`src/rtl/axi_err_slv.sv`:
```
// AXI4 error slave: accepts every write and read transaction, discards write data,
// and answers each with ERR_RESP (and a fixed read data pattern on every R beat).
module axi_err_slv #(
   parameter int unsigned AXI4_ADDRESS_WIDTH = 32,
   parameter int unsigned AXI4_DATA_WIDTH    = 32,
   parameter int unsigned AXI4_ID_WIDTH      = 16,
   parameter int unsigned AXI4_USER_WIDTH    = 10,
   parameter int unsigned AXI_STRB_WIDTH     = AXI4_DATA_WIDTH / 32'd8,
   parameter logic [1:0]  ERR_RESP           = 2'b11,
   parameter logic [31:0] RDATA_PATTERN      = 32'hBADC_AB1E
) (
   input  logic                          ACLK,
   input  logic                          ARESETn,
   input  logic [AXI4_ID_WIDTH-1:0]      AWID_i,
   input  logic [AXI4_ADDRESS_WIDTH-1:0] AWADDR_i,
   input  logic [7:0]                    AWLEN_i,
   input  logic [2:0]                    AWSIZE_i,
   input  logic [1:0]                    AWBURST_i,
   input  logic                          AWLOCK_i,
   input  logic [3:0]                    AWCACHE_i,
   input  logic [2:0]                    AWPROT_i,
   input  logic [3:0]                    AWREGION_i,
   input  logic [AXI4_USER_WIDTH-1:0]    AWUSER_i,
   input  logic [3:0]                    AWQOS_i,
   input  logic                          AWVALID_i,
   output logic                          AWREADY_o,
   input  logic [AXI4_DATA_WIDTH-1:0]    WDATA_i,
   input  logic [AXI_STRB_WIDTH-1:0]     WSTRB_i,
   input  logic                          WLAST_i,
   input  logic [AXI4_USER_WIDTH-1:0]    WUSER_i,
   input  logic                          WVALID_i,
   output logic                          WREADY_o,
   output logic [AXI4_ID_WIDTH-1:0]      BID_o,
   output logic [1:0]                    BRESP_o,
   output logic [AXI4_USER_WIDTH-1:0]    BUSER_o,
   output logic                          BVALID_o,
   input  logic                          BREADY_i,
   input  logic [AXI4_ID_WIDTH-1:0]      ARID_i,
   input  logic [AXI4_ADDRESS_WIDTH-1:0] ARADDR_i,
   input  logic [7:0]                    ARLEN_i,
   input  logic [2:0]                    ARSIZE_i,
   input  logic [1:0]                    ARBURST_i,
   input  logic                          ARLOCK_i,
   input  logic [3:0]                    ARCACHE_i,
   input  logic [2:0]                    ARPROT_i,
   input  logic [3:0]                    ARREGION_i,
   input  logic [AXI4_USER_WIDTH-1:0]    ARUSER_i,
   input  logic [3:0]                    ARQOS_i,
   input  logic                          ARVALID_i,
   output logic                          ARREADY_o,
   output logic [AXI4_ID_WIDTH-1:0]      RID_o,
   output logic [AXI4_DATA_WIDTH-1:0]    RDATA_o,
   output logic [1:0]                    RRESP_o,
   output logic                          RLAST_o,
   output logic [AXI4_USER_WIDTH-1:0]    RUSER_o,
   output logic                          RVALID_o,
   input  logic                          RREADY_i
);

   localparam logic [AXI4_DATA_WIDTH-1:0] RDATA_VAL = AXI4_DATA_WIDTH'(RDATA_PATTERN);

   typedef enum logic [1:0] {W_IDLE = 2'd0, W_DATA = 2'd1, W_RESP = 2'd2} w_state_t;
   typedef enum logic       {R_IDLE = 1'b0, R_DATA = 1'b1} r_state_t;

   w_state_t                     w_state_r, w_state_nxt_s;
   r_state_t                     r_state_r, r_state_nxt_s;
   logic [AXI4_ID_WIDTH-1:0]     bid_r, bid_nxt_s, rid_r, rid_nxt_s;
   logic [7:0]                   cnt_r, cnt_nxt_s;
   logic                         awready_r, wready_r, bvalid_r;
   logic                         arready_r, rvalid_r, rlast_r;
   logic [1:0]                   bresp_r, rresp_r;
   logic [AXI4_DATA_WIDTH-1:0]   rdata_r;
   logic                         aw_hs_s, w_hs_s, b_hs_s, ar_hs_s, r_hs_s;
   logic                         unused_s;

   assign aw_hs_s = AWVALID_i & awready_r;
   assign w_hs_s  = WVALID_i  & wready_r;
   assign b_hs_s  = bvalid_r  & BREADY_i;
   assign ar_hs_s = ARVALID_i & arready_r;
   assign r_hs_s  = rvalid_r  & RREADY_i;

   // Write path next-state: address capture, data drain until WLAST, then response.
   always_comb begin
      w_state_nxt_s = w_state_r;
      bid_nxt_s     = bid_r;
      case (w_state_r)
         W_IDLE: begin
            if (aw_hs_s) begin
               w_state_nxt_s = W_DATA;
               bid_nxt_s     = AWID_i;
            end else begin
               w_state_nxt_s = W_IDLE;
            end
         end
         W_DATA: begin
            if (w_hs_s && WLAST_i) begin
               w_state_nxt_s = W_RESP;
            end else begin
               w_state_nxt_s = W_DATA;
            end
         end
         W_RESP: begin
            if (b_hs_s) begin
               w_state_nxt_s = W_IDLE;
            end else begin
               w_state_nxt_s = W_RESP;
            end
         end
         default: w_state_nxt_s = W_IDLE;
      endcase
   end

   // Write path state and registered channel outputs, decoded from the next state.
   always_ff @(posedge ACLK or negedge ARESETn) begin
      if (!ARESETn) begin
         w_state_r <= W_IDLE;
         bid_r     <= '0;
         awready_r <= 1'b0;
         wready_r  <= 1'b0;
         bvalid_r  <= 1'b0;
         bresp_r   <= 2'b00;
      end else begin
         w_state_r <= w_state_nxt_s;
         bid_r     <= bid_nxt_s;
         awready_r <= (w_state_nxt_s == W_IDLE);
         wready_r  <= (w_state_nxt_s == W_DATA);
         bvalid_r  <= (w_state_nxt_s == W_RESP);
         bresp_r   <= (w_state_nxt_s == W_RESP) ? ERR_RESP : 2'b00;
      end
   end

   // Read path next-state: the beat counter saturates at zero, so ARLEN 255 yields 256 beats.
   always_comb begin
      r_state_nxt_s = r_state_r;
      rid_nxt_s     = rid_r;
      cnt_nxt_s     = cnt_r;
      case (r_state_r)
         R_IDLE: begin
            if (ar_hs_s) begin
               r_state_nxt_s = R_DATA;
               rid_nxt_s     = ARID_i;
               cnt_nxt_s     = ARLEN_i;
            end else begin
               r_state_nxt_s = R_IDLE;
            end
         end
         R_DATA: begin
            if (r_hs_s && (cnt_r == 8'd0)) begin
               r_state_nxt_s = R_IDLE;
            end else if (r_hs_s) begin
               cnt_nxt_s = cnt_r - 8'd1;
            end else begin
               r_state_nxt_s = R_DATA;
            end
         end
         default: r_state_nxt_s = R_IDLE;
      endcase
   end

   // Read path state and registered channel outputs, decoded from the next state.
   always_ff @(posedge ACLK or negedge ARESETn) begin
      if (!ARESETn) begin
         r_state_r <= R_IDLE;
         rid_r     <= '0;
         cnt_r     <= 8'd0;
         arready_r <= 1'b0;
         rvalid_r  <= 1'b0;
         rdata_r   <= '0;
         rresp_r   <= 2'b00;
         rlast_r   <= 1'b0;
      end else begin
         r_state_r <= r_state_nxt_s;
         rid_r     <= rid_nxt_s;
         cnt_r     <= cnt_nxt_s;
         arready_r <= (r_state_nxt_s == R_IDLE);
         rvalid_r  <= (r_state_nxt_s == R_DATA);
         rdata_r   <= (r_state_nxt_s == R_DATA) ? RDATA_VAL : '0;
         rresp_r   <= (r_state_nxt_s == R_DATA) ? ERR_RESP : 2'b00;
         rlast_r   <= (r_state_nxt_s == R_DATA) && (cnt_nxt_s == 8'd0);
      end
   end

   assign AWREADY_o = awready_r;
   assign WREADY_o  = wready_r;
   assign BVALID_o  = bvalid_r;
   assign BID_o     = bid_r;
   assign BRESP_o   = bresp_r;
   assign BUSER_o   = '0;
   assign ARREADY_o = arready_r;
   assign RVALID_o  = rvalid_r;
   assign RID_o     = rid_r;
   assign RDATA_o   = rdata_r;
   assign RRESP_o   = rresp_r;
   assign RLAST_o   = rlast_r;
   assign RUSER_o   = '0;

   // Transaction attributes and payload carry no meaning for an error responder.
   assign unused_s = ^{AWADDR_i, AWLEN_i, AWSIZE_i, AWBURST_i, AWLOCK_i, AWCACHE_i, AWPROT_i,
                       AWREGION_i, AWUSER_i, AWQOS_i, WDATA_i, WSTRB_i, WUSER_i,
                       ARADDR_i, ARSIZE_i, ARBURST_i, ARLOCK_i, ARCACHE_i, ARPROT_i,
                       ARREGION_i, ARUSER_i, ARQOS_i};

endmodule

```
`config.mk`:
```
export PLATFORM = sky130hd
export DESIGN_NAME = axi_err_slv
export DESIGN_NICKNAME = d
export VERILOG_FILES = /design/src/rtl/axi_err_slv.sv
export SDC_FILE = /design/constraint.sdc
export NUM_CORES = 1
export LEC_CHECK = 0
export CAP_MARGIN = 20
export CORE_AREA = 2 2 127 129
export CTS_BUF_LIST = sky130_fd_sc_hd__clkbuf_2 sky130_fd_sc_hd__clkbuf_4 sky130_fd_sc_hd__clkbuf_8
export DETAILED_ROUTE_END_ITERATION = 8
export DIE_AREA = 0 0 129 131
export GPL_TIMING_DRIVEN = 0
export SYNTH_ARGS = -nofsm -noshare
export SYNTH_HDL_FRONTEND = slang
export SYNTH_SLANG_ARGS = --single-unit
```
`constraint.sdc`:
```
create_clock -name ACLK -period 3.4 [get_ports ACLK]
set_clock_uncertainty 0.2 [all_clocks]
set_input_delay 0.34 -clock ACLK [delete_from_list [all_inputs] [get_ports ACLK]]
set_output_delay 0.34 -clock ACLK [all_outputs]
set_load 0.02 [all_outputs]
```
After elaboration in Yosys (flattened, before gate mapping) --
Cells that the tools add are included.
Storage, ports and cells: register bits 84, word-level logic and storage cells 48, bits of input ports 228
Operators by class: equal/unequal tests 4, mux-type cells 14, bitwise logic cells 7, add/subtract/negate cells 1, reduce and logical (&&, ||, !) cells 9
Operator list (count):
- 32-bit 2-to-1 mux | 1
- 8-bit 2-to-1 mux | 3
- 8-bit logical NOT | 2
- 8-bit one-hot mux with 2 select lines | 1
- 2-bit 2-to-1 mux | 4
- 8-bit by 1-bit subtractor with 8-bit output, second input constant | 1
- 2-bit one-hot mux with 3 select lines | 1
- 1-bit bitwise AND | 5
- 2-bit by 1-bit == test with 1-bit output, second input constant | 2
- 2-bit == test, second input constant | 2
- 2-bit logical NOT | 2
- 2-bit AND reduction | 2
- 1-bit logical AND | 3
- 1-bit 2-to-1 mux | 3
- 1-bit NOT | 2
- 1-bit one-hot mux with 2 select lines | 1

Depth between registers and ports, before layout --
depth after elaboration 6, gate-level depth with buffers 7

Worst setup path before layout --
OpenSTA, ideal clock, no wires.
path kind flip-flop to flip-flop, from reg, netlist name RRESP_o[0], to reg rlast_r, in the netlist RLAST_o, setup slack 1.010 ns, setup time 0.068 ns, path buffers 2, required time 3.132 ns, arrival time 2.122 ns, period minus slack after synthesis 2.390 ns, cell stages (with the launch flop) 6, path through dfrtp_1 buf_2 clkbuf_1 nor2_1 or4_1 and4bb_1
RTL lines:
- end signal, assigned | RTL line 179 | rlast_r <= (r_state_nxt_s == R_DATA) && (cnt_nxt_s == 8'd0);
- end, declared | RTL line 70 | logic arready_r, rvalid_r, rlast_r;

==> reports/qor.csv <==
stage;metric;value;unit
job;max_cap_viol_count;0;
floorplanning;core_region_area;15600;um2
logic_synthesis;ys_async_sr_fraction;1.00;
logic_synthesis;synth_warnings;0;
floorplanning;std_cell_rows;46;
power;power-per-cell-area;768;nW/um2
setup_path;start_kind;flip-flop;
logic_synthesis;yosysSeqAreaShare;0.465;
worst_hold_path;hold_path.class;in2async;
logic_synthesis;synthTopCellsByArea;dfrtp_1, buf_4, nand2_1;
floorplanning;dieArea;16900;um2
logic_synthesis;synth_top_area_frac;0.465;
floorplanning;start_util;0.166;
sta;hold_viol;0;
finish;area_growth;61.8;%
clock_tree;numCtsBuffers;5;
drt;drcViolationCount;0;
sta;finalSetupViolations;0;
sta;min_period;2.64;ns
place;place_hpwl;5340;um
run_status;status;finished, final reports clean;
global_routing;grt_pass1_vias;2103;
finish;regArea;1200;um2
finish;multi_input_area;1020;um2
floorplanning;die-height;131;um
power;vdd_drop_max;0.342;mV
logic_synthesis;synth.distinct_cells;46;
logic_synthesis;synth.top_cells.by_count;nand2_1, buf_4, dfrtp_1, mux2_2, nor2_1;
floorplanning;fp.dieW;129;um
finish;finalNetCount;635;
global_routing;antenna_found_initial;0;
global_routing;gr-usage-all-layers;0.0822;
logic_synthesis;yosysMostFrequentCell;nand2_1;
logic_synthesis;syn_inst;257;
finish;drive_above_1_share;0.241;
global_routing;met1_usage;0.0994;
clock_tree;path_clk_slew;0.09;ns
clock_tree;clock-sinks;48;
setup_path;cp_max_fo;23;
logic_synthesis;yosys.area.top_type;dfrtp_1;
setup_path;required;3.41;ns
sta;worst_slew_pin_slew;0.776;ns
finish;antenna_cells;0;
sta;maxClockFrequency;0.379;GHz
drt;routed_via_density;3.51;
sta;finalHoldWorstSlack;0.274;ns
sta;finalSetupTns;0;ns
global_routing;use_met2;0.129;
clock_tree;h-tree-depth;2;
clock_tree;clockRootBuffer;clkbuf_8;
drt;postRouteAntennaNets;0;
sta;maxSlewViolCount;0;
sta;fin_crit_sh;0.777;
place;numPortBuffers;107;
setup_path;cp-end-kind;flip-flop;
sta;rsz0062_at_grt;false;
global_routing;top_usage_layer;met2;
drt;routed_wl;6990;um
global_routing;grt_overflow;0;
drt;vias;2182;
setup_path;arrival;2.65;ns
logic_synthesis;syn-mean-instance-area;10.1;um2
logic_synthesis;netlist_area;2580;um2
drt;initialDrtViolationCount;46;
floorplanning;io_pins;322;
clock_tree;cts_tree;built;
sta;slew_headroom;0.480;
setup_path;crit_type;reg2reg;
finish;fill_cells;1669;
drt;wire_per_inst;11.2;um
logic_synthesis;ys.flop_type;dfrtp_1;
global_routing;grt_max_degree;36;
clock_tree;clk_path_buf_depth;2;
place;gp_congestion;0.834;
logic_synthesis;ys_ff_latch;48;
clock_tree;clock_latency;0.32;ns
global_routing;grt_pass1_wl;10600;um
global_routing;met3_usage;0.0257;
power;leakagePower;0.00190;uW
drt;dr.pass1.iters;4;
logic_synthesis;synth-edff-count;0;
-- final cells by class --
type                    count  area share
plain buffers              65       0.112
well taps                 216      0.0646
flip-flops and latches     48       0.287
clock buffers               6      0.0182
inverters                   4     0.00359
multi-input cells         172       0.244
repair buffers            109       0.262
clock inverters             2     0.00838
-- timing repair --
item                       CTS  global route
gates resized for setup      0             0
setup endpoints to repair    0             0
setup buffers                0             0
hold endpoints to repair    13             0
hold buffers                 1             0
-- metrics by stage --
step | instances | power (uW) | utilization | worst slack [ns] | cell area, um2
after floorplan | 289 | 2030 | - | 1.01 | 2710
after global placement | 612 | 2760 | 0.259 | 0.275 | 4050
after detailed placement | 613 | 2790 | 0.260 | 0.745 | 4060
after CTS | 622 | 3260 | 0.268 | 0.733 | 4180
after global routing | 622 | 3440 | 0.268 | 0.399 | 4180
final | 622 | 3210 | 0.268 | 0.759 | 4180
-- routing by layer --
metal | up-vias | wire length [um]
li1 | 1059 | -
met5 | - | 0
met3 | 8 | 649
met1 | 995 | 3060
met4 | 0 | 166
met2 | 120 | 3120
-- critical path, cell delays in order (launching register included) --
cell      delay [ns]
dfrtp_1         0.75
buf_2           0.31
clkbuf_1        0.39
nand2_1         0.13
a21oi_1         0.21
mux2i_1         0.26
nor2_1          0.08
and4bb_1        0.21
-- power breakdown --
group | internal [uW] | switching [uW] | leakage (uW)
clock | 227 | 210 | 0.0000586
combinational | 915 | 810 | 0.00126
sequential | 834 | 218 | 0.000588
total | 1970 | 1240 | 0.00190
-- cell usage in the layout, fill, tap and decap left out, types with 3 or more instances in the layout --
| cell type | instances |
|---|---|
| clkdlybuf4s50_1 | 106 |
| nand2_1 | 60 |
| buf_4 | 56 |
| dfrtp_1 | 48 |
| conb_1 | 33 |
| mux2_2 | 16 |
| nor2_1 | 9 |
| buf_2 | 5 |
| mux2i_1 | 5 |
| clkbuf_8 | 5 |
| inv_1 | 4 |
| nor3_1 | 4 |
| a21oi_1 | 4 |
| a31o_2 | 3 |
| clkbuf_1 | 3 |
-- registers in the layout (all words and copies together) (netlist names), 2 cells and up --
name,count
BID_o,16
w_state_r,2
RID_o,16
cnt_r,8
-- worst paths after layout --
kind / from / endpoint / slack [ns] / cells past startpoint
worst min-delay path: ARESETn / ARREADY_o$_DFF_PN0_ / 0.27 / 2
min in group ACLK: RID_o[0]$_DFFE_PN0P_ / RID_o[0]$_DFFE_PN0P_ / 0.28 / 2
worst max-delay path: RRESP_o[0]$_DFF_PN0_ / RLAST_o$_DFF_PN0_ / 0.76 / 7
worst min register to register: RID_o[0]$_DFFE_PN0P_ / RID_o[0]$_DFFE_PN0P_ / 0.28 / 2
max in group asynchronous: ARESETn / BID_o[7]$_DFFE_PN0P_ / 2.21 / 3
worst max register to register: RRESP_o[0]$_DFF_PN0_ / RLAST_o$_DFF_PN0_ / 0.76 / 7
-- logic make-up after synthesis --
family | after synthesis | share of synthesized area
other cells | 1 | 0.00145
buf+inv | 69 | 0.186
flops | 48 | 0.465
fa+ha+maj | 2 | 0.00968
mux | 22 | 0.0949
compound gates | 23 | 0.0702
xor+xnor | 1 | 0.00339
simple gates | 91 | 0.169
Note: power is estimated with default switching activity, not from simulation.
